[src/rtl/uart_tx_resultado.sv]
// Serialises a signed 26-bit result as four 8N1 UART bytes, LSB byte first, sign-extended to 32 bits.
// Define TX_PARITY_EN to insert an even-parity bit between the data bits and the stop bit.
module uart_tx_resultado #(
  parameter int unsigned CLKS_PER_BIT = 868
) (
  input  logic               Clk_G,
  input  logic               Rst_G,
  input  logic               Tx_En,
  input  logic signed [25:0] Dato,
  output logic               Tx,
  output logic               Tx_Busy,
  output logic               Tx_Done
);

  localparam logic [15:0] BaudLast = 16'(CLKS_PER_BIT - 1);

  typedef enum logic [2:0] {
    StIdle,
    StStart,
    StData,
`ifdef TX_PARITY_EN
    StParity,
`endif
    StStop
  } state_e;

  state_e      state_q, state_d;
  logic [15:0] baud_q, baud_d;
  logic [2:0]  bit_q, bit_d;
  logic [1:0]  byte_q, byte_d;
  logic [31:0] shreg_q, shreg_d;
  logic        tx_q, busy_q, done_q;
  logic        tx_c, baud_end;
`ifdef TX_PARITY_EN
  logic        par_q, par_d;
`endif

  always_ff @(posedge Clk_G or negedge Rst_G) begin
    if (!Rst_G) begin
      state_q <= StIdle;
      baud_q  <= '0;
      bit_q   <= '0;
      byte_q  <= '0;
      shreg_q <= '0;
      tx_q    <= 1'b1;
      busy_q  <= 1'b0;
      done_q  <= 1'b0;
`ifdef TX_PARITY_EN
      par_q   <= 1'b0;
`endif
    end else begin
      state_q <= state_d;
      baud_q  <= baud_d;
      bit_q   <= bit_d;
      byte_q  <= byte_d;
      shreg_q <= shreg_d;
      tx_q    <= tx_c;
      busy_q  <= (state_q != StIdle);
      // Outputs lag the state by one cycle, so the frame ends one cycle after the FSM idles.
      done_q  <= busy_q && (state_q == StIdle);
`ifdef TX_PARITY_EN
      par_q   <= par_d;
`endif
    end
  end

  always_comb begin
    state_d  = state_q;
    baud_d   = baud_q;
    bit_d    = bit_q;
    byte_d   = byte_q;
    shreg_d  = shreg_q;
    tx_c     = 1'b1;
    baud_end = (baud_q == BaudLast);
`ifdef TX_PARITY_EN
    par_d    = par_q;
`endif
    unique case (state_q)
      StIdle: begin
        // busy_q still covers the last stop-bit cycle while the FSM already idles.
        if (Tx_En && !busy_q) begin
          state_d = StStart;
          shreg_d = {{6{Dato[25]}}, Dato};
          baud_d  = '0;
          bit_d   = '0;
          byte_d  = '0;
        end
      end
      StStart: begin
        tx_c = 1'b0;
        if (baud_end) begin
          baud_d  = '0;
          bit_d   = '0;
          state_d = StData;
`ifdef TX_PARITY_EN
          par_d   = 1'b0;
`endif
        end else begin
          baud_d = baud_q + 16'd1;
        end
      end
      StData: begin
        tx_c = shreg_q[0];
        if (baud_end) begin
          baud_d  = '0;
          shreg_d = {1'b0, shreg_q[31:1]};
`ifdef TX_PARITY_EN
          par_d   = par_q ^ shreg_q[0];
`endif
          if (bit_q == 3'd7) begin
            bit_d = '0;
`ifdef TX_PARITY_EN
            state_d = StParity;
`else
            state_d = StStop;
`endif
          end else begin
            bit_d = bit_q + 3'd1;
          end
        end else begin
          baud_d = baud_q + 16'd1;
        end
      end
`ifdef TX_PARITY_EN
      StParity: begin
        tx_c = par_q;
        if (baud_end) begin
          baud_d  = '0;
          state_d = StStop;
        end else begin
          baud_d = baud_q + 16'd1;
        end
      end
`endif
      StStop: begin
        tx_c = 1'b1;
        if (baud_end) begin
          baud_d = '0;
          if (byte_q == 2'd3) begin
            byte_d  = '0;
            state_d = StIdle;
          end else begin
            byte_d  = byte_q + 2'd1;
            state_d = StStart;
          end
        end else begin
          baud_d = baud_q + 16'd1;
        end
      end
      default: state_d = StIdle;
    endcase
  end

  assign Tx      = tx_q;
  assign Tx_Busy = busy_q;
  assign Tx_Done = done_q;

endmodule

[config.mk]
export PLATFORM = sky130hd
export DESIGN_NAME = uart_tx_resultado
export DESIGN_NICKNAME = d
export VERILOG_FILES = /design/src/rtl/uart_tx_resultado.sv
export SDC_FILE = /design/constraint.sdc
export NUM_CORES = 1
export LEC_CHECK = 0
export ABC_AREA = 0
export BUFFER_PORTS_ARGS = -buffer_cell sky130_fd_sc_hd__buf_2
export CORE_MARGIN = 2
export CORE_UTILIZATION = 55
export DETAILED_ROUTE_END_ITERATION = 12
export PLACE_DENSITY_LB_ADDON = 0.08
export SLEW_MARGIN = 5
export SYNTH_ARGS = -nofsm -noshare
export SYNTH_HDL_FRONTEND = slang
export SYNTH_SLANG_ARGS = --single-unit
[constraint.sdc]
create_clock -name Clk_G -period 2.5 [get_ports Clk_G]
set_input_delay 0.25 -clock Clk_G [delete_from_list [all_inputs] [get_ports Clk_G]]
set_output_delay 0.25 -clock Clk_G [all_outputs]
set_load 0.02 [all_outputs]
# Word-level counts from Yosys, hierarchy flattened
# Index checks and enable logic that the tools add are counted.
# Widths: inputs -> output; s select.
# totals
regBits	59
output_inout_bits	3
elab_cells	60
# op_classes
n_eq_ne	11
n_reduce_logical	15
n_mux	23
add_sub_neg	3
# ops
operator	count
$mux 32	2
$pmux 32 s2	1
$mux 16	2
$pmux 16 s2	1
$mux 3	9
$add 16x1->16 const B	1
$eq 16x10->1 const B	1
$pmux 3 s4	1
$pmux 3 s3	1
$ne 2x2->1 const B	4
$eq 3x2->1 const B	2
$mux 2	3
$reduce_and 3->1	2
$reduce_bool 2->1	3
$reduce_bool 3->1	2
$reduce_and 5->1	1
$pmux 2 s2	1
$reduce_and 4->1	1
$add 3x1->3 const B	1
$eq 3x1->1 const B	1
$eq 3x3->1 const B	1
$logic_not 3->1	1
$reduce_or 3->1	1
$add 2x1->2 const B	1
other kinds (7)	8

# Logic depth before layout (Yosys ltp)
# depth
ltp_word	4
depth_mapped	7
depth_no_buf	6

# Worst setup path after synthesis
# OpenSTA, ideal clock, no wires.
# synth_path
path_kind	reg2reg
from	register state_q[0]
to	register shreg_q[2]
period_less_slack_ps	2036
setup_ps	127
t_arrival_ps	1909
path_buffers	2
stages_incl_launch_ff	7
setup_slack_ps	464
cell_sequence	dfrtp_1 -> inv_1 -> ha_1 -> clkbuf_1 -> clkbuf_1 -> mux2_2 -> mux2_1
# synth_between
elab_chain_len	3
word_cells_on_any_way	7
cone_classes	eq/ne (3); mux (1); reduce/logical (3)
# synth_lines
item	line_no	rtl
start, declared	27	state_e state_q, state_d;
start signal, assigned	40	state_q <= StIdle;
start signal, assigned	52	state_q <= state_d;
$eq 3x2->1 / $logic_not 3->1 (equally long branches)	78	unique case (state_q)
$ne 2x2->1 (no source line) (tied with other cells)	-	
$reduce_and 3->1 (no source line)	-	
end signal, assigned	56	shreg_q <= shreg_d;
end, declared	31	logic [31:0] shreg_q, shreg_d;
# Parallel ways exist; a longest one is shown, timed or not.
# A chain may end at the register's enable or synchronous reset.

# Final worst setup path
# layout_path
from	register baud_q[0]
to	register shreg_q[10]
# layout_between
elab_chain_len	3
# layout_lines
item	line_no	rtl
start, declared	28	logic [15:0] baud_q, baud_d;
start signal, assigned	53	baud_q <= baud_d;
$eq 16x10->1	74	baud_end = (baud_q == BaudLast);
$ne 2x2->1 (no source line)	-	
$reduce_and 3->1 (no source line)	-	
# No other way between the ends.

==> metrics <==
status=completed; Post-Route Skew=between 0.008 and 0.009 ns; met1 wire length=approximately 2800 um; Critical Path Sink Type=flop; pins over their slew limit=0; GRT Total Usage=0.206; kind of critical path=reg2reg; Post-DRT Antenna Nets=0; cells along the critical path=ha_1 -> nor4b_2 -> nand4_2 -> a211oi_4 -> buf_12 -> mux2_2; type of origin of the critical path=flop; htree depth=3; MaxCap Viol Count=0; starting density of the core=0.569; total CTS buffers=9; setup TNS=0 ns; Layout Cells excl Fill=about 390; Compound-Gate Fraction of Synth Area=0.118; peak supply drop=between 600 and 700 uV; reg-to-reg startpoint=baud_q[0]; final setup fails=0; CTS tree=done; CTS Buffer Depth=2; crit path capture=shreg_q[10]; Peak Freq=about 460 MHz; Worst EP arrival=approximately 2.4 ns; die width=79.4 um; ys flop type=dfrtp_1; drt wl/cell=between 15 and 20 um; share of flip-flops with an asynchronous set or reset=1.00; Power Density=~1300 nW/um^2; antenna violations before repair=0; Seq/Total Area, Yosys=0.464; Worst Tran Pin Value=0.574 ns; clk sinks=58; Seq cells post-synth=between 50 and 60; largest net degree at the start of global routing=33; commonest non-fill, non-tap cells in the layout=dfrtp_1 (57), mux2_2 (52), buf_2 (31), nand2_1 (28), a31oi_1 (14); delay of the slowest critical-path stage=roughly 0.42 ns; commonest non-fill, non-tap cell in the layout=dfrtp_1; Core Area=approximately 5500 um^2; adder and majority cell fraction of the synthesized area=0.0320; FF-to-FF path depth=6; DRC=0; n_diodes=0; layout cell share with drive strength beyond 1=0.358; metal3 WL=between 200 and 250 um; Stages on worst setup path=6; die area=roughly 6300 um^2; PortBufs=31; multiplexer area fraction after synthesis=0.221; Synth Area in Simple Gates=0.125; final core utilization=0.652; fin nets=350; DP Wirelength=4130 um; vias per inst=5.86; first-pass GRT wire length=10,000 um; Final Hold Fails=0; fillers=about 460; DRT iter0 DRCs=roughly 110; RePlAce Congestion=0.845; floorplan die height=79.4 um; RSZ-0062 raised after global routing=false; CTS Root Cell=clkbuf_8; synth warn=0; syn_area_per_cell=between 10 and 15 um^2; Post-synth EDFFs=0; Rows=27; Mapped Cells=276; Syn Nets=~310; Clock Pin Slew Worst Setup and Hold Paths=roughly 0.06 ns; Crit path max-delay family=simple AND/OR/NAND/NOR gates; Hold/Removal Path Class=in2reg; met2 wire len=~2700 um; crit path launch=baud_q[0]; Routed WL=5900 um; num ports=32; total number of vias=2,275; CP required=around 2.7 ns; placed cell count=~370; Area Growth Syn to Fin=14.7%; combinational family with the most area after synthesis=multiplexers; first-pass iteration count of the detailed router=4; post-route clock period utilization=0.868; Critical R2R Capture=shreg_q[10]; worst skew pair latency=roughly 0.34 ns; vias in the first global route=2,153; Worst path slowest cell=dfrtp_1; buffers plus inverters on the worst setup path=1; worst reg2reg setup slack=approximately 0.33 ns; worst hold slack=roughly 0.26 ns; crit-path max FO=32; min cycle time layout=2.17 ns; Max Used Layer=met4; Slew HR=0.614; Mapped Area=approximately 3100 um^2; global route overflow=0; distinct cell type count after synthesis=44; P_leak=approximately 1.6 nW; xor and xnor area share after synthesis=0
-- logic make-up (layout without fill, tap and decap cells) --
group / count (synthesis) / count (layout)
buffers and inverters: 26 / 66
muxes: 62 / 62
DFF: 58 / 58
AOI/OAI and AO/OA: 52 / 52
and+or+nand+nor: 70 / 70
adders and majority gates: 8 / 8
-- worst min-delay path by stage --
| stage | slack, ns | cells after the start | start | to |
|---|---|---|---|---|
| 2_1_floorplan | -0.05 | 0 | Rst_G | Tx_Busy |
| 6_report | 0.26 | 3 | Dato[2] | shreg_q[2] |
| 5_1_grt | 0.28 | 3 | Dato[2] | shreg_q[2] |
| 4_1_cts | 0.25 | 3 | Dato[19] | shreg_q[19] |
| 3_3_place_gp | 0.28 | 1 | Rst_G | baud_q[12] |
| 3_5_place_dp | 0.28 | 1 | Rst_G | baud_q[10] |
-- synth_stat cells (2+ instances only) --
cell,n,share of area
inv_1,10,0.012
a21oi_1,6,0.0096
o21ai_0,11,0.018
mux2_1,5,0.018
buf_2,2,0.0032
nand3_1,6,0.0096
a31oi_1,14,0.028
clkbuf_1,10,0.012
ha_1,8,0.032
mux2i_1,5,0.016
a21boi_0,2,0.0048
and4_1,5,0.014
nand4_1,5,0.010
o2bb2ai_1,3,0.0084
dfrtp_1,57,0.46
nor4_1,2,0.0040
and3_1,2,0.0040
nor3_1,2,0.0032
buf_6,3,0.011
o221ai_1,2,0.0056
nand2_1,28,0.034
a41oi_1,5,0.014
nor2_1,5,0.0060
and2_1,6,0.012
o211ai_1,2,0.0048
mux2_2,52,0.19
-- worst register-to-register path, delay by kind of cell, from the launching register on --
family,cells,cell delay [ns]
flops,1,0.42
compound gates,1,0.30
simple gates,2,0.45
fa+ha+maj,1,0.28
buf+inv,1,0.24
mux,1,0.37
-- sequential cells by signal (all words and copies together), names as in the netlist --
| signal | flops |
|---|---|
| shreg_q | 32 |
| baud_q | 16 |
| bit_q | 3 |
| byte_q | 2 |
| state_q | 2 |
| Tx | 1 |
| Tx_Busy | 1 |
| Tx_Done | 1 |
-- stage by stage --
step / total power [mW] / instance area [um^2] / setup WS (ns)
final: 4.59 / 3590 / 0.329
after global routing: 4.92 / 3590 / 0.188
after CTS: 4.63 / 3590 / 0.321
after detailed placement: 3.76 / 3390 / 0.337
after global placement: 3.71 / 3390 / 0.404
after floorplan: 3.30 / 3130 / 0.464
-- per-layer routing --
metal | up-vias | track usage
met5 | - | 0
met3 | 12 | 0.0441
met2 | 51 | 0.310
li1 | 1107 | -
met4 | 0 | 0.0983
met1 | 1105 | 0.285
-- power by group --
part           total (mW)  switching, mW  internal (mW)
logic                2.05          0.977           1.07
registers            1.69          0.315           1.37
clock network       0.851          0.351          0.500
-- final cells by class --
cell class                 count  area (um^2)  area share
clock inverter                 3         40.0      0.0111
multi-input combinational    192         1550       0.433
inverter                      10         37.5      0.0105
timing repair buffer          42          265      0.0739
tap                           72         90.1      0.0251
clock buffer                  11          151      0.0422
sequential                    58         1450       0.405
-- timing repair --
item	4_1_cts	5_1_grt
resized for setup	0	0
setup buffers	0	0
hold buffers	1	0
hold endpoints to repair	24	0
Power figures use the tool's default switching activity.
